===== src/rtl/zrb_uart_rx.sv =====
// zrb_uart_rx: 8N1 UART receiver qualified by an OVERSAMPLE x baud strobe.
// Delivers each good byte with a one-cycle data_valid pulse. A low stop bit
// gives a one-cycle frame_err pulse instead.
// Optional build macro: ZRB_UART_RX_MAJORITY_EN. When it is defined, each
// start, data and stop decision is a 2-of-3 vote over the ticks around the
// bit centre. That vote resolves one sample_tick later than the
// single-sample default.
module zrb_uart_rx #(
    parameter int OVERSAMPLE = 8,
    parameter int DATA_BITS  = 8
) (
    input  logic                 clk,
    input  logic                 reset_n,
    input  logic                 sample_tick,
    input  logic                 rx,
    output logic [DATA_BITS-1:0] data_out,
    output logic                 data_valid,
    output logic                 frame_err,
    output logic                 busy
);

    localparam int CNT_W = $clog2(OVERSAMPLE) + 1;
    localparam int BIT_W = $clog2(DATA_BITS + 1);
    localparam int HALF  = OVERSAMPLE / 2;
`ifdef ZRB_UART_RX_MAJORITY_EN
    localparam int LAG = 1;   // decision is taken one tick after the centre
`else
    localparam int LAG = 0;
`endif
    // Tick-counter values at which a decision is made. After a decision the
    // counter reloads to LAG, so the next centre stays one bit period away.
    localparam logic [CNT_W-1:0] START_DEC  = CNT_W'(HALF - 1 + LAG);
    localparam logic [CNT_W-1:0] BIT_DEC    = CNT_W'(OVERSAMPLE - 1 + LAG);
    localparam logic [CNT_W-1:0] CNT_RELOAD = CNT_W'(LAG);
    localparam logic [BIT_W-1:0] LAST_BIT   = BIT_W'(DATA_BITS - 1);

    typedef enum logic [1:0] {IDLE, START, DATA, STOP} state_t;

    state_t                 state_reg, state_next;
    logic [CNT_W-1:0]       tick_cnt_reg, tick_cnt_next;
    logic [BIT_W-1:0]       bit_cnt_reg, bit_cnt_next;
    logic [DATA_BITS-1:0]   shift_reg, shift_next;
    logic [DATA_BITS-1:0]   data_reg, data_next;
    logic                   valid_reg, valid_next;
    logic                   ferr_reg, ferr_next;
    logic                   armed_reg, armed_next;
    logic                   rx_meta, rx_s;
    logic [CNT_W-1:0]       dec_cnt;
    logic                   at_dec;
    logic                   bit_val;

    // Two-flop synchronizer. It resets high so that reset never looks like a start edge.
    always_ff @(posedge clk or negedge reset_n) begin
        if (!reset_n) begin
            rx_meta <= 1'b1;
            rx_s    <= 1'b1;
        end else begin
            rx_meta <= rx;
            rx_s    <= rx_meta;
        end
    end

    assign dec_cnt = (state_reg == START) ? START_DEC : BIT_DEC;
    assign at_dec  = sample_tick && (tick_cnt_reg == dec_cnt);

`ifdef ZRB_UART_RX_MAJORITY_EN
    logic [1:0] vote_reg, vote_next;

    // Capture the centre-1 and centre samples. The centre+1 sample is rx_s itself.
    always_comb begin
        vote_next = vote_reg;
        if (sample_tick && state_reg != IDLE) begin
            if (tick_cnt_reg == dec_cnt - CNT_W'(2)) vote_next[0] = rx_s;
            if (tick_cnt_reg == dec_cnt - CNT_W'(1)) vote_next[1] = rx_s;
        end
    end

    // Vote sample register.
    always_ff @(posedge clk or negedge reset_n) begin
        if (!reset_n) vote_reg <= 2'b00;
        else          vote_reg <= vote_next;
    end

    assign bit_val = (vote_reg[0] & vote_reg[1]) | (vote_reg[0] & rx_s) |
                     (vote_reg[1] & rx_s);
`else
    assign bit_val = rx_s;
`endif

    // Next-state logic: frame sequencing, bit assembly and output pulses.
    always_comb begin
        state_next    = state_reg;
        tick_cnt_next = tick_cnt_reg;
        bit_cnt_next  = bit_cnt_reg;
        shift_next    = shift_reg;
        data_next     = data_reg;
        valid_next    = 1'b0;
        ferr_next     = 1'b0;
        armed_next    = armed_reg;
        case (state_reg)
            IDLE: begin
                if (sample_tick) begin
                    if (rx_s) begin
                        armed_next = 1'b1;     // the line was seen high, so a start edge is accepted
                    end else if (armed_reg) begin
                        state_next    = START;
                        tick_cnt_next = '0;
                    end
                end
            end
            START: begin
                if (at_dec) begin
                    if (bit_val) begin
                        state_next    = IDLE;  // false start: the glitch has gone by mid start bit
                        tick_cnt_next = '0;
                    end else begin
                        state_next    = DATA;
                        tick_cnt_next = CNT_RELOAD;
                        bit_cnt_next  = '0;
                    end
                end else if (sample_tick) begin
                    tick_cnt_next = tick_cnt_reg + CNT_W'(1);
                end
            end
            DATA: begin
                if (at_dec) begin
                    shift_next    = {bit_val, shift_reg[DATA_BITS-1:1]};
                    bit_cnt_next  = bit_cnt_reg + BIT_W'(1);
                    tick_cnt_next = CNT_RELOAD;
                    if (bit_cnt_reg == LAST_BIT) state_next = STOP;
                end else if (sample_tick) begin
                    tick_cnt_next = tick_cnt_reg + CNT_W'(1);
                end
            end
            STOP: begin
                if (at_dec) begin
                    if (bit_val) begin
                        data_next  = shift_reg;
                        valid_next = 1'b1;
                    end else begin
                        ferr_next  = 1'b1;
                        armed_next = 1'b0;     // a break must release before the next frame
                    end
                    state_next    = IDLE;
                    tick_cnt_next = '0;
                end else if (sample_tick) begin
                    tick_cnt_next = tick_cnt_reg + CNT_W'(1);
                end
            end
            default: state_next = IDLE;
        endcase
    end

    // State and datapath registers.
    always_ff @(posedge clk or negedge reset_n) begin
        if (!reset_n) begin
            state_reg    <= IDLE;
            tick_cnt_reg <= '0;
            bit_cnt_reg  <= '0;
            shift_reg    <= '0;
            data_reg     <= '0;
            valid_reg    <= 1'b0;
            ferr_reg     <= 1'b0;
            armed_reg    <= 1'b0;
        end else begin
            state_reg    <= state_next;
            tick_cnt_reg <= tick_cnt_next;
            bit_cnt_reg  <= bit_cnt_next;
            shift_reg    <= shift_next;
            data_reg     <= data_next;
            valid_reg    <= valid_next;
            ferr_reg     <= ferr_next;
            armed_reg    <= armed_next;
        end
    end

    assign data_out   = data_reg;
    assign data_valid = valid_reg;
    assign frame_err  = ferr_reg;
    assign busy       = (state_reg != IDLE);

endmodule

===== config.mk =====
export PLATFORM = sky130hd
export DESIGN_NAME = zrb_uart_rx
export DESIGN_NICKNAME = d
export VERILOG_FILES = /design/src/rtl/zrb_uart_rx.sv
export SDC_FILE = /design/constraint.sdc
export NUM_CORES = 1
export LEC_CHECK = 0
export CORE_MARGIN = 2
export CORE_UTILIZATION = 28
export DETAILED_ROUTE_END_ITERATION = 8
export PLACE_DENSITY_LB_ADDON = 0.25
export SYNTH_ARGS = -nofsm -noshare
export SYNTH_HDL_FRONTEND = slang
export SYNTH_SLANG_ARGS = --single-unit

===== constraint.sdc =====
create_clock -name clk -period 1.7 [get_ports clk]
set_input_delay 0.17 -clock clk [delete_from_list [all_inputs] [get_ports clk]]
set_output_delay 0.17 -clock clk [all_outputs]
set_load 0.05 [all_outputs]

# After elaboration in Yosys (flattened, before gate mapping)
# Cells that the tools add are included.
# totals
regBits,31
in_bits,4
out_inout_bits,11
word_cells,71
# classes
add_sub_neg,2
n_eq_ne,16
n_mux,31
n_reduce_logical,12
# op_table
op,count
4-bit two-way mux,8
2-bit != test (second input constant),10
2-bit two-way mux,8
4-bit case mux with 2 select lines,2
1-bit two-way mux,10
4-bit by 1-bit adder with 4-bit output (second input constant),2
2-bit case mux with 4 select lines,1
4-bit AND reduction,2
7-bit AND reduction,1
2-bit nonzero test,3
5-bit AND reduction,1
2-bit == test (second input constant),2
4-bit by 3-bit == test with 1-bit output,1
4-bit by 3-bit == test with 1-bit output (second input constant),1
3-bit two-way mux,1
3-bit by 1-bit != test with 1-bit output (second input constant),1
3-bit AND reduction,1
3-bit OR reduction,1
2-bit by 1-bit == test with 1-bit output (second input constant),1
2-bit logical NOT,1
1-bit case mux with 2 select lines,1
2-bit AND reduction,1
1-bit logical AND,1

# Longest topological paths before layout
# Gate-level depths: netlist (run 1).
# logic_depth
ltp_word,6
ltp_mapped,6
mapped_depth_nobuf,5

# Least setup slack after synthesis (run 1)
# Ideal clock, no wire load.
# synth_timing
path_kind,reg2reg
startpoint,register tick_cnt_reg[0]
endpoint,register shift_reg[0]
setup_ns,0.125
t_arrival_ns,1.454
required_time_ns,1.575
slack_ns,0.122
stages_incl_launch_ff,6
path_buffers,0
period_less_slack_ns,1.578
cell_sequence,dfrtp_1 > ha_1 > and4b_4 > nand2_4 > nor2_8 > mux2_2
# synth_between
elab_chain_cells,3
# synth_rtl
item,line_no,source
from (decl),40,"logic [CNT_W-1:0] tick_cnt_reg, tick_cnt_next;"
from (signal assigned),167,tick_cnt_reg <= tick_cnt_next;
4-bit by 3-bit == test with 1-bit output,64,assign at_dec = sample_tick && (tick_cnt_reg == dec_cnt);
1-bit logical AND,64,
2-bit AND reduction (no line),n/a,
to (signal assigned),169,shift_reg <= shift_next;
to (decl),42,"logic [DATA_BITS-1:0] shift_reg, shift_next;"
# Every way passes these cells.
# A chain may end at the register's enable or synchronous reset.

# Worst setup path after layout (run 1)
# layout_timing
startpoint,register tick_cnt_reg[1]
endpoint,register shift_reg[6]
# The elaborated chain is that of the path after synthesis.

==> results of run 1 <==
-- path summary, 6_finish.rpt --
path / start / to / cells past startpoint
setup / recovery: tick_cnt_reg[1]$_DFFE_PN0P_ / shift_reg[6]$_DFFE_PN0P_ / 5
hold / removal: reset_n / tick_cnt_reg[3]$_DFFE_PN0P_ / 2
setup reg to reg: tick_cnt_reg[1]$_DFFE_PN0P_ / shift_reg[6]$_DFFE_PN0P_ / 5
hold reg to reg: rx_meta$_DFF_PN1_ / bit_val$_DFF_PN1_ / 0
max in group asynchronous: reset_n / rx_meta$_DFF_PN1_ / 2
min in group clk: rx / rx_meta$_DFF_PN1_ / 1
-- routing by layer --
| layer | share of wire (%) | track usage (%) | wire length, µm | vias to the layer above |
|---|---|---|---|---|
| met1 | 51 | 13.2 | 1270 | 434 |
| met5 | 0 | 0 | 0 | - |
| met2 | 45 | 14.8 | 1130 | 11 |
| met4 | 1.2 | 4.36 | 30 | 0 |
| met3 | 3.3 | 2.74 | 83 | 4 |
| li1 | - | - | - | 446 |
-- final cells by class --
cell class                      count  area [µm²]  share of cell area (%)
Timing Repair Buffer               22         205                    11.1
Multi-Input combinational cell     73         644                    34.9
Sequential cell                    31         779                    42.2
Clock inverter                      2        35.0                    1.90
Clock buffer                        6        82.6                    4.47
Tap cell                           70        87.6                    4.75
Inverter                            3        11.3                   0.610
-- what timing repair did --
action | 4_1_cts | 5_1_grt
endpoints found under the hold margin | 0 | 0
endpoints found under the setup margin | 8 | 13
gates resized for setup | 1 | 3
-- power by group through the flow --
stage	clock network [mW]	registers [mW]	logic, mW
2_1_floorplan	0	0.883	0.473
3_3_place_gp	0	0.959	0.557
4_1_cts	0.756	0.950	0.567
6_report	0.733	0.964	0.576
3_5_place_dp	0	0.963	0.561
5_1_grt	0.795	0.981	0.647
-- placed cells by master, fill, tap and decap left out, types with 2 or more instances in the layout --
master | Yosys | routed
a21oi_1 | 3 | 3
buf_4 | 2 | 10
clkbuf_8 | 0 | 6
clkdlybuf4s50_1 | 0 | 11
dfrtp_1 | 29 | 28
dfstp_2 | 2 | 2
inv_1 | 3 | 3
mux2_2 | 8 | 8
mux2_4 | 8 | 8
mux2i_1 | 2 | 2
nand2_1 | 4 | 4
nand3_1 | 5 | 5
nor2_1 | 7 | 7
o21ai_0 | 6 | 5
o21ai_1 | 3 | 4
xnor2_1 | 3 | 3
-- Yosys cell counts, drive strengths merged (2+ instances only) --
library cell	count
ha	2
nand3	6
dfrtp	29
a21oi	3
inv	3
xnor2	3
nand2	5
dfstp	2
o21ai	9
buf	5
mux2	16
nor2	9
mux2i	2
-- critical path, cell delays in order, from the launching register on --
cell     delay [ns]
dfrtp_1        0.41
ha_4           0.19
and4b_4        0.29
nand2_4        0.08
nor2_8         0.17
mux2_2         0.36
-- per-stage QoR --
stage          setup TNS (ns)  util, %  setup WS (ns)
2_1_floorplan               0        -          0.122
3_3_place_gp            -1.97     34.0         -0.135
3_5_place_dp            -2.52     34.0         -0.178
4_1_cts                     0     36.4         0.0291
5_1_grt                     0     36.6        0.00994
6_report                    0     36.6         0.0840
-- logic make-up after synthesis --
logic type,Yosys count
AND/OR/NAND/NOR,30
buffers and inverters,8
XOR/XNOR,4
AO/OA/AOI/OAI,19
adder cells (fa/ha/maj),2
flip-flops,31
multiplexers,18
==> qor.csv, run 1 <==
stage,metric,value,unit
sta,hold violation count in the final report,0,
power_and_ir_drop,net load switching power,0.694,mW
min_path,class of the tightest hold or removal check,input port to asynchronous set/reset pin,
sta,hold slack final,0.276,ns
clock_network,number of clock sinks seen by CTS,31,
drt,routed wire length,2510,µm
drt,number of design rule violations left after detail routing,0,
global_route,vias in the first global route,954,
power_and_ir_drop,share of power burned in combinational logic,25.3,%
clock_network,insertion delay of the later-clocked pin in the worst-skew pair,0.27,ns
sta,unrepaired setup endpoints after global routing,false,
final_layout,fill cell total of the finished layout,499,
synthesis,"arithmetic-cell share of the synthesized area counting full adders, half adders and majority gates",1.73,%
synthesis,"share of synthesized cell area in and, or, nand and nor gates",15.3,%
sta,transition at the pin with the smallest max-transition slack,0.504,ns
placement,placement-stage cell area,0.00171,mm²
sta,FMAX,619,MHz
clock_network,maximum buffer depth of the clock tree,2,
synthesis,number of warnings reported in the yosys synthesis log,0,
power_and_ir_drop,Peak supply drop,832,µV
synthesis,multiplexer share of the synthesized area,15.9,%
global_route,antenna violations before repair,0,
synthesis,Unique masters post-synth,39,
setup_path,arrival time at the worst endpoint,1.77,ns
power_and_ir_drop,leakage component of the power,0.891,nW
floorplan,starting utilization of the core area,28.8,%
synthesis,net count after synthesis,118,
synthesis,proportion of synthesized chip area in sequential cells,53.7,%
setup_path,category of the critical setup timing path,flop to flop,
drt,average vias per placed instance,4.32,
clock_network,hold bufs inserted after CTS,0,
final_layout,filler-free cell count of the finished design,207,
placement,RePlAce Congestion,0.742,
power_and_ir_drop,internal power contribution,1.58,mW
sta,number of max-slew violations in the final report,0,
synthesis,number of synthesized register bits,31,
placement,post-placement cell count,199,
global_route,Overall Global Routing Usage,9.81,%
global_route,largest net degree at the start of global routing,32,
setup_path,kind of launch point of the worst setup path,flop,
setup_path,kind of end point of the critical path,flop,
drt,via count,895,
final_layout,Final Instance Area,0.00185,mm²
sta,final critical-path required period,1.62,ns
floorplan,Std-Cell Rows,26,
floorplan,die width,76.0,µm
sta,worst max-slew margin expressed relative to the limit,66.3,%
synthesis,Synth Cell Area,0.00145,mm²
setup_path,Crit path required time,1.86,ns
floorplan,die area,0.00577,mm²
final_layout,area growth from synthesis to final layout,27.3,%
clock_network,CTS tree,done,
synthesis,area share of the leading cell type in the synthesized netlist,50.0,%
sta,final worst path period share,95.1,%
clock_network,post-CTS repair timing setup buffer count,0,
synthesis,count of flip-flops with a built-in enable after synthesis,0,
final_layout,antenna cells,0,
synthesis,main flop type after synthesis,dfrtp_1,
floorplan,area of the core,0.00504,mm²
outcome,status,completed,
power_and_ir_drop,total power divided by cell area,1230,mW/mm²
synthesis,top post-synthesis cells by area,"dfrtp_1, mux2_4, mux2_2",
synthesis,post-synthesis cell count,112,
power_and_ir_drop,fraction of power consumed by sequential logic,42.4,%
job,count of max-cap constraint violations,0,
synthesis,mean area per synthesized cell,12.9,µm²
floorplan,die height,76.0,µm
drt,WL/cell,12.1,µm
clock_network,number of buffers created by CTS,5,
clock_network,H-tree levels,2,
drt,post-route ant nets,0,
sta,# setup viols final,0,
synthesis,"synthesized-area fraction occupied by ao, oa, aoi and oai cells",8.28,%
setup_path,maximum fanout count along the critical path,8,
setup_path,worst reg2reg setup slack,0.08,ns
synthesis,largest family of logic cells by synthesized area,multiplexers,
power_and_ir_drop,Net Sw Frac,30.5,%
floorplan,count of boundary I/O pins,15,
placement,post-detailed-placement half-perimeter wirelength,1790,µm
drt,Initial DRT Pass Iterations,2,
clock_network,Root Driver,clkbuf_8,
placement,count of input and output buffers,14,
final_layout,count of nets after finishing,142,
final_layout,fraction of final layout cells with drive strength greater than 1,35.0,%
synthesis,library cell with the largest summed area after synthesis,dfrtp_1,
clock_network,clock edge transition at the registers on the reported setup and hold paths,0.06,ns
power_and_ir_drop,Clk pwr share,32.3,%
global_route,wire length of the first global-routing pass,4560,µm
sta,maximum clock skew at final layout,0.00435,ns
power_and_ir_drop,Total Power,2.27,mW
synthesis,synthesized-area fraction occupied by xor and xnor cells,2.42,%
drt,violation count after the first detailed-route iteration,13,
synthesis,fraction of synthesis flops using an asynchronous set or reset pin,100,%
global_route,GRT Residual Overflow,0,
No activity file was read; power rests on OpenSTA's default activity.
==> inputs of run 2 (changes only) <==
- GPL_TIMING_DRIVEN: default -> 0
==> qor.csv, run 2 (synthesis gave the netlist of run 1 again) <==
stage,metric,value,unit,change
global_route,largest net degree at the start of global routing,32,,unchanged
drt,highest metal layer used by the detailed router,met4,,
clock_network,maximum buffer depth of the clock tree,2,,unchanged
placement,post-placement cell count,196,,-1.5%
final_layout,fraction of final layout cells with drive strength greater than 1,32.8,%,-2.2 points
clock_network,number of clock sinks seen by CTS,31,,unchanged
final_layout,filler-free cell count of the finished design,207,,unchanged
min_path,class of the tightest hold or removal check,input port to flop,,
setup_path,maximum fanout count along the critical path,8,,unchanged
final_layout,most frequent standard cell in the layout excluding fill and tap cells,dfrtp_1,,
drt,post-route ant nets,0,,unchanged
setup_path,biggest cell delay along the critical path,0.42,ns,about the same
setup_path,kind of launch point of the worst setup path,flop,,
power_and_ir_drop,Peak supply drop,702,µV,-16%
global_route,GRT Residual Overflow,0,,unchanged
final_layout,area growth from synthesis to final layout,25.9,%,
sta,final worst path period share,96.9,%,+1.8 points
drt,Initial DRT Pass Iterations,4,,+2
sta,hold slack final,0.288,ns,+0.0118 ns
job,count of max-cap constraint violations,0,,unchanged
floorplan,Std-Cell Rows,26,,unchanged
clock_network,H-tree levels,2,,unchanged
final_layout,count of nets after finishing,142,,unchanged
drt,via count,921,,+2.9%
global_route,vias in the first global route,984,,+3.1%
power_and_ir_drop,total power divided by cell area,1190,mW/mm²,-3.2%
setup_path,library cell contributing the largest single delay on the critical path,dfrtp_1,,
final_layout,"top library cells by usage in the layout, fill and taps aside","dfrtp_1, mux2_4, clkdlybuf4s50_1",,
setup_path,worst reg2reg path depth,5,,unchanged
sta,maximum clock skew at final layout,0.00407,ns,-0.000280 ns
floorplan,die height,76.0,µm,unchanged
clock_network,CTS tree,done,,
placement,RePlAce Congestion,0.802,,+8.1%
setup_path,Worst setup startpoint,tick_cnt_reg[1]$_DFFE_PN0P_,,
floorplan,count of boundary I/O pins,15,,unchanged
setup_path,endpoint of the worst register-to-register path,shift_reg[3]$_DFFE_PN0P_,,
final_layout,core utilization of the finished layout,36.2,%,-0.40 points
sta,unrepaired setup endpoints after global routing,true,,
drt,wire length on met1,1240,µm,-2.3%
sta,worst max-slew margin expressed relative to the limit,53.8,%,-12 points
drt,number of design rule violations left after detail routing,0,,unchanged
drt,WL/cell,12.8,µm,+5.5%
clock_network,insertion delay of the later-clocked pin in the worst-skew pair,0.28,ns,about the same
setup_path,launch instance of the worst register-to-register path,tick_cnt_reg[1]$_DFFE_PN0P_,,
floorplan,die width,76.0,µm,unchanged
sta,post-route setup TNS,0,ns,unchanged
sta,hold violation count in the final report,0,,unchanged
setup_path,ordered cell list for the critical path,"ha_4, and4b_4, nand2_4, nor2_8, mux2_2",,
setup_path,crit path to,shift_reg[3]$_DFFE_PN0P_,,
setup_path,category of the critical setup timing path,flop to flop,,
sta,final critical-path required period,1.65,ns,+0.0305 ns
setup_path,worst reg2reg setup slack,0.05,ns,-0.03 ns
setup_path,kind of end point of the critical path,flop,,
global_route,antenna violations before repair,0,,unchanged
sta,transition at the pin with the smallest max-transition slack,0.693,ns,+0.189 ns
sta,number of max-slew violations in the final report,0,,unchanged
drt,routed wire length on met3,120,µm,+45%
clock_network,number of buffers created by CTS,5,,unchanged
global_route,Overall Global Routing Usage,10.4,%,+0.56 points
clock_network,clock edge transition at the registers on the reported setup and hold paths,0.07,ns,about the same
floorplan,starting utilization of the core area,28.8,%,unchanged
sta,FMAX,607,MHz,-1.9%
sta,# setup viols final,0,,unchanged
clock_network,Root Driver,clkbuf_8,,
placement,post-detailed-placement half-perimeter wirelength,1760,µm,-2.0%
floorplan,area of the core,0.00504,mm²,unchanged
drt,routed wire length,2650,µm,+5.5%
outcome,status,completed,,
power_and_ir_drop,leakage component of the power,0.869,nW,-2.5%
drt,violation count after the first detailed-route iteration,32,,+19
placement,count of input and output buffers,14,,unchanged
final_layout,antenna cells,0,,unchanged
setup_path,arrival time at the worst endpoint,1.81,ns,+0.04 ns
floorplan,die area,0.00577,mm²,unchanged
setup_path,Crit path required time,1.87,ns,about the same
drt,wire length on met2,1260,µm,+12%
global_route,wire length of the first global-routing pass,4740,µm,+3.9%
drt,average vias per placed instance,4.45,,+2.9%
==> run 2: final cells by class <==
class / instances / area, µm²
multi-input cells: 73 / 659
repair buffers: 17 / 155
flip-flops and latches: 31 / 779
well taps: 70 / 87.6
clock inverters: 1 / 7.51
fillers: 499 / 3220
clock buffers: 7 / 96.3
plain buffers: 5 / 28.8
inverters: 3 / 11.3
==> run 2: stage by stage <==
step / area [µm²] / total power [mW] / setup slack (ns)
detailed placement: 1670 / 1.51 / -0.226
global route: 1830 / 2.32 / -0.0243
finish: 1830 / 2.18 / 0.0535
global placement: 1680 / 1.48 / -0.210
floorplan: 1450 / 1.36 / 0.122
CTS: 1800 / 2.20 / 0.0313
==> run 2: routing by layer <==
layer	up-vias	global-route usage, %
met5	-	0
met4	0	3.82
met3	5	4.05
met2	13	16.4
met1	461	12.9
li1	442	-
==> run 2: how the worst min path moves through the flow <==
stage	startpoint	slack, ns	endpoint	cells past startpoint
3_3_place_gp	rx_meta$_DFF_PN1_	0.35	bit_val$_DFF_PN1_	0
6_report	rx	0.29	rx_meta$_DFF_PN1_	1
5_1_grt	rx	0.30	rx_meta$_DFF_PN1_	1
3_5_place_dp	reset_n	0.26	tick_cnt_reg[3]$_DFFE_PN0P_	1
4_1_cts	rx	0.28	rx_meta$_DFF_PN1_	1
2_1_floorplan	reset_n	-0.13	asynchronous set/reset pin	0
==> run 2: what timing repair did <==
item	in CTS	in global routing
gates resized for setup	5	8
setup endpoints to repair	20	20
hold buffers	1	0
setup buffers	0	2
endpoints found under the hold margin	29	0
==> run 2: power by group <==
group          leakage, nW  internal (mW)  switching [mW]  total [mW]
sequential           0.415          0.828          0.0693       0.898
clock               0.0505          0.368           0.282       0.650
combinational        0.404          0.254           0.374       0.628
total                0.869           1.45           0.726        2.18
==> run 2: worst max-delay path: cells and delay by family (launching register included) <==
family	cells	cell delay, ns
simple gates	3	0.57
flops	1	0.42
fa+ha+maj	1	0.19
mux	1	0.35
==> inputs of run 3 (changes only) <==
- CORE_ASPECT_RATIO: default -> 2
==> qor.csv, run 3 (synthesis gave the netlist of run 1 again) <==
stage,metric,value,unit,change
outcome,status,completed,,
job,count of max-cap constraint violations,0,,unchanged
floorplan,count of boundary I/O pins,15,,unchanged
drt,Initial DRT Pass Iterations,3,,-1
floorplan,die width,54.9,µm,-28%
drt,violation count after the first detailed-route iteration,23,,-28%
min_path,class of the tightest hold or removal check,input port to flop,,
drt,post-route ant nets,0,,unchanged
drt,via count,906,,-1.6%
clock_network,CTS tree,done,,
drt,routed wire length on met3,117,µm,-2.5%
placement,post-detailed-placement half-perimeter wirelength,1600,µm,-8.8%
clock_network,maximum buffer depth of the clock tree,2,,unchanged
final_layout,"top library cells by usage in the layout, fill and taps aside","dfrtp_1, clkdlybuf4s50_1, mux2_4, mux2_2, nor2_1",,
drt,average vias per placed instance,4.69,,+5.5%
floorplan,area of the core,0.00505,mm²,about the same
final_layout,count of nets after finishing,140,,-1.4%
global_route,Overall Global Routing Usage,9.90,%,-0.47 points
clock_network,insertion delay of the later-clocked pin in the worst-skew pair,0.28,ns,about the same
sta,maximum clock skew at final layout,0.00421,ns,+0.000134 ns
placement,RePlAce Congestion,0.705,,-12%
floorplan,Std-Cell Rows,37,,+42%
setup_path,cell class contributing the biggest share of worst-path delay,simple AND/OR/NAND/NOR gates,,
power_and_ir_drop,Peak supply drop,700,µV,-0.20%
power_and_ir_drop,net load switching power,0.701,mW,-3.5%
sta,number of max-slew violations in the final report,0,,unchanged
sta,final worst path period share,96.3,%,-0.60 points
setup_path,kind of launch point of the worst setup path,flop,,
drt,wire length on met2,1070,µm,-15%
drt,number of design rule violations left after detail routing,0,,unchanged
drt,WL/cell,12.8,µm,+0.24%
clock_network,number of clock sinks seen by CTS,31,,unchanged
final_layout,fraction of final layout cells with drive strength greater than 1,31.1,%,-1.7 points
power_and_ir_drop,total power divided by cell area,1260,mW/mm²,+5.4%
power_and_ir_drop,share of power burned in combinational logic,27.2,%,-1.7 points
setup_path,Crit path required time,1.86,ns,about the same
setup_path,library cell contributing the largest single delay on the critical path,dfrtp_1,,
sta,hold slack final,0.301,ns,+0.0136 ns
setup_path,category of the critical setup timing path,flop to flop,,
global_route,antenna violations before repair,0,,unchanged
clock_network,clock edge transition at the registers on the reported setup and hold paths,0.06,ns,about the same
sta,transition at the pin with the smallest max-transition slack,0.702,ns,+0.00960 ns
sta,hold violation count in the final report,0,,unchanged
drt,wire length on met1,1230,µm,-0.65%
sta,unrepaired setup endpoints after global routing,false,,
drt,routed wire length,2470,µm,-6.5%
final_layout,antenna cells,0,,unchanged
power_and_ir_drop,Net Sw Frac,31.1,%,-2.2 points
setup_path,ordered cell list for the critical path,"ha_4, and4b_4, nand2_4, nor2_8, mux2_2",,
sta,post-route setup TNS,0,ns,unchanged
global_route,vias in the first global route,868,,-12%
placement,count of input and output buffers,14,,unchanged
setup_path,"Buf+Inv Stages, Crit Path",0,,unchanged
final_layout,area growth from synthesis to final layout,23.6,%,
sta,FMAX,611,MHz,+0.63%
final_layout,most frequent standard cell in the layout excluding fill and tap cells,dfrtp_1,,
global_route,wire length of the first global-routing pass,4170,µm,-12%
power_and_ir_drop,fraction of power consumed by sequential logic,39.7,%,-1.5 points
floorplan,die area,0.00581,mm²,+0.60%
power_and_ir_drop,leakage component of the power,0.868,nW,-0.16%
sta,# setup viols final,0,,unchanged
sta,worst max-slew margin expressed relative to the limit,53.2,%,-0.64 points
clock_network,Root Driver,clkbuf_8,,
sta,final critical-path required period,1.64,ns,-0.0102 ns
clock_network,H-tree levels,2,,unchanged
setup_path,arrival time at the worst endpoint,1.80,ns,about the same
setup_path,kind of end point of the critical path,flop,,
setup_path,maximum fanout count along the critical path,8,,unchanged
floorplan,die height,106,µm,+39%
clock_network,post-CTS repair timing setup buffer count,0,,unchanged
global_route,largest net degree at the start of global routing,32,,unchanged
setup_path,biggest cell delay along the critical path,0.43,ns,about the same
global_route,GRT Residual Overflow,0,,unchanged
power_and_ir_drop,internal power contribution,1.55,mW,+7.0%
drt,highest metal layer used by the detailed router,met4,,
clock_network,number of buffers created by CTS,5,,unchanged
power_and_ir_drop,Clk pwr share,33.1,%,+3.2 points
floorplan,starting utilization of the core area,28.7,%,about the same
==> run 3: cell types whose count changed in the layout (fill, tap and decap cells not counted), sizes merged <==
cell      previous run  this run
bufinv               0         1
clkinvlp             1         0
clkinv               0         1
buf                  9         7
clkbuf               7         6
==> run 3: routing by layer <==
layer	vias up	track usage [%]
li1	437	-
met1	447	14.8
met2	18	12.2
met3	4	3.40
met4	0	5.36
met5	-	0
==> run 3: path summary, 6_finish.rpt <==
check / startpoint / end / slack (ns) / cells past startpoint
worst max register to register: tick_cnt_reg[0]$_DFFE_PN0P_ / shift_reg[7]$_DFFE_PN0P_ / 0.06 / 5
worst min register to register: rx_meta$_DFF_PN1_ / bit_val$_DFF_PN1_ / 0.36 / 0
max in group asynchronous: reset_n / shift_reg[3]$_DFFE_PN0P_ / 0.77 / 2
min in group asynchronous: reset_n / tick_cnt_reg[2]$_DFFE_PN0P_ / 0.47 / 2
worst max-delay path: tick_cnt_reg[0]$_DFFE_PN0P_ / shift_reg[7]$_DFFE_PN0P_ / 0.06 / 5
worst min-delay path: rx / rx_meta$_DFF_PN1_ / 0.30 / 1
==> run 3: cell type report <==
class,instances,area (µm²)
inverters,3,11.3
well taps,58,72.6
flip-flops and latches,31,778
multi-input cells,73,644
fillers,508,3250
repair buffers,15,140
plain buffers,5,28.8
clock buffers,6,82.6
clock inverters,2,35.0
==> run 3: repair_timing <==
action,4_1_cts,5_1_grt
hold endpoints to repair,29,0
gates resized for setup,4,4
hold buffers,1,0
pin swaps,0,0
endpoints found under the setup margin,17,20
gates cloned,0,0
==> run 3: stage by stage <==
stage	std cells	cell area [µm²]	total power [mW]	worst slack [ns]	utilization (%)
floorplan	112	1450	1.36	0.122	-
global placement	184	1660	1.49	-0.193	33.0
detailed placement	184	1660	1.50	-0.206	32.9
CTS	193	1790	2.26	0.0252	35.5
global route	193	1790	2.40	0.00121	35.5
finish	193	1790	2.25	0.0637	35.5
==> run 3: power groups by stage <==
stage	registers, mW	clock network [mW]	logic (mW)
floorplan	0.883	0	0.473
detailed placement	0.895	0	0.601
global route	0.907	0.808	0.682
global placement	0.890	0	0.604
finish	0.893	0.746	0.614
CTS	0.882	0.769	0.607
==> run 3: worst reg2reg max path: cells and delay by family, from the launching register on <==
family / cells / cell delay, ns
DFF: 1 / 0.43
adders and majority gates: 1 / 0.20
muxes: 1 / 0.35
and+or+nand+nor: 3 / 0.53
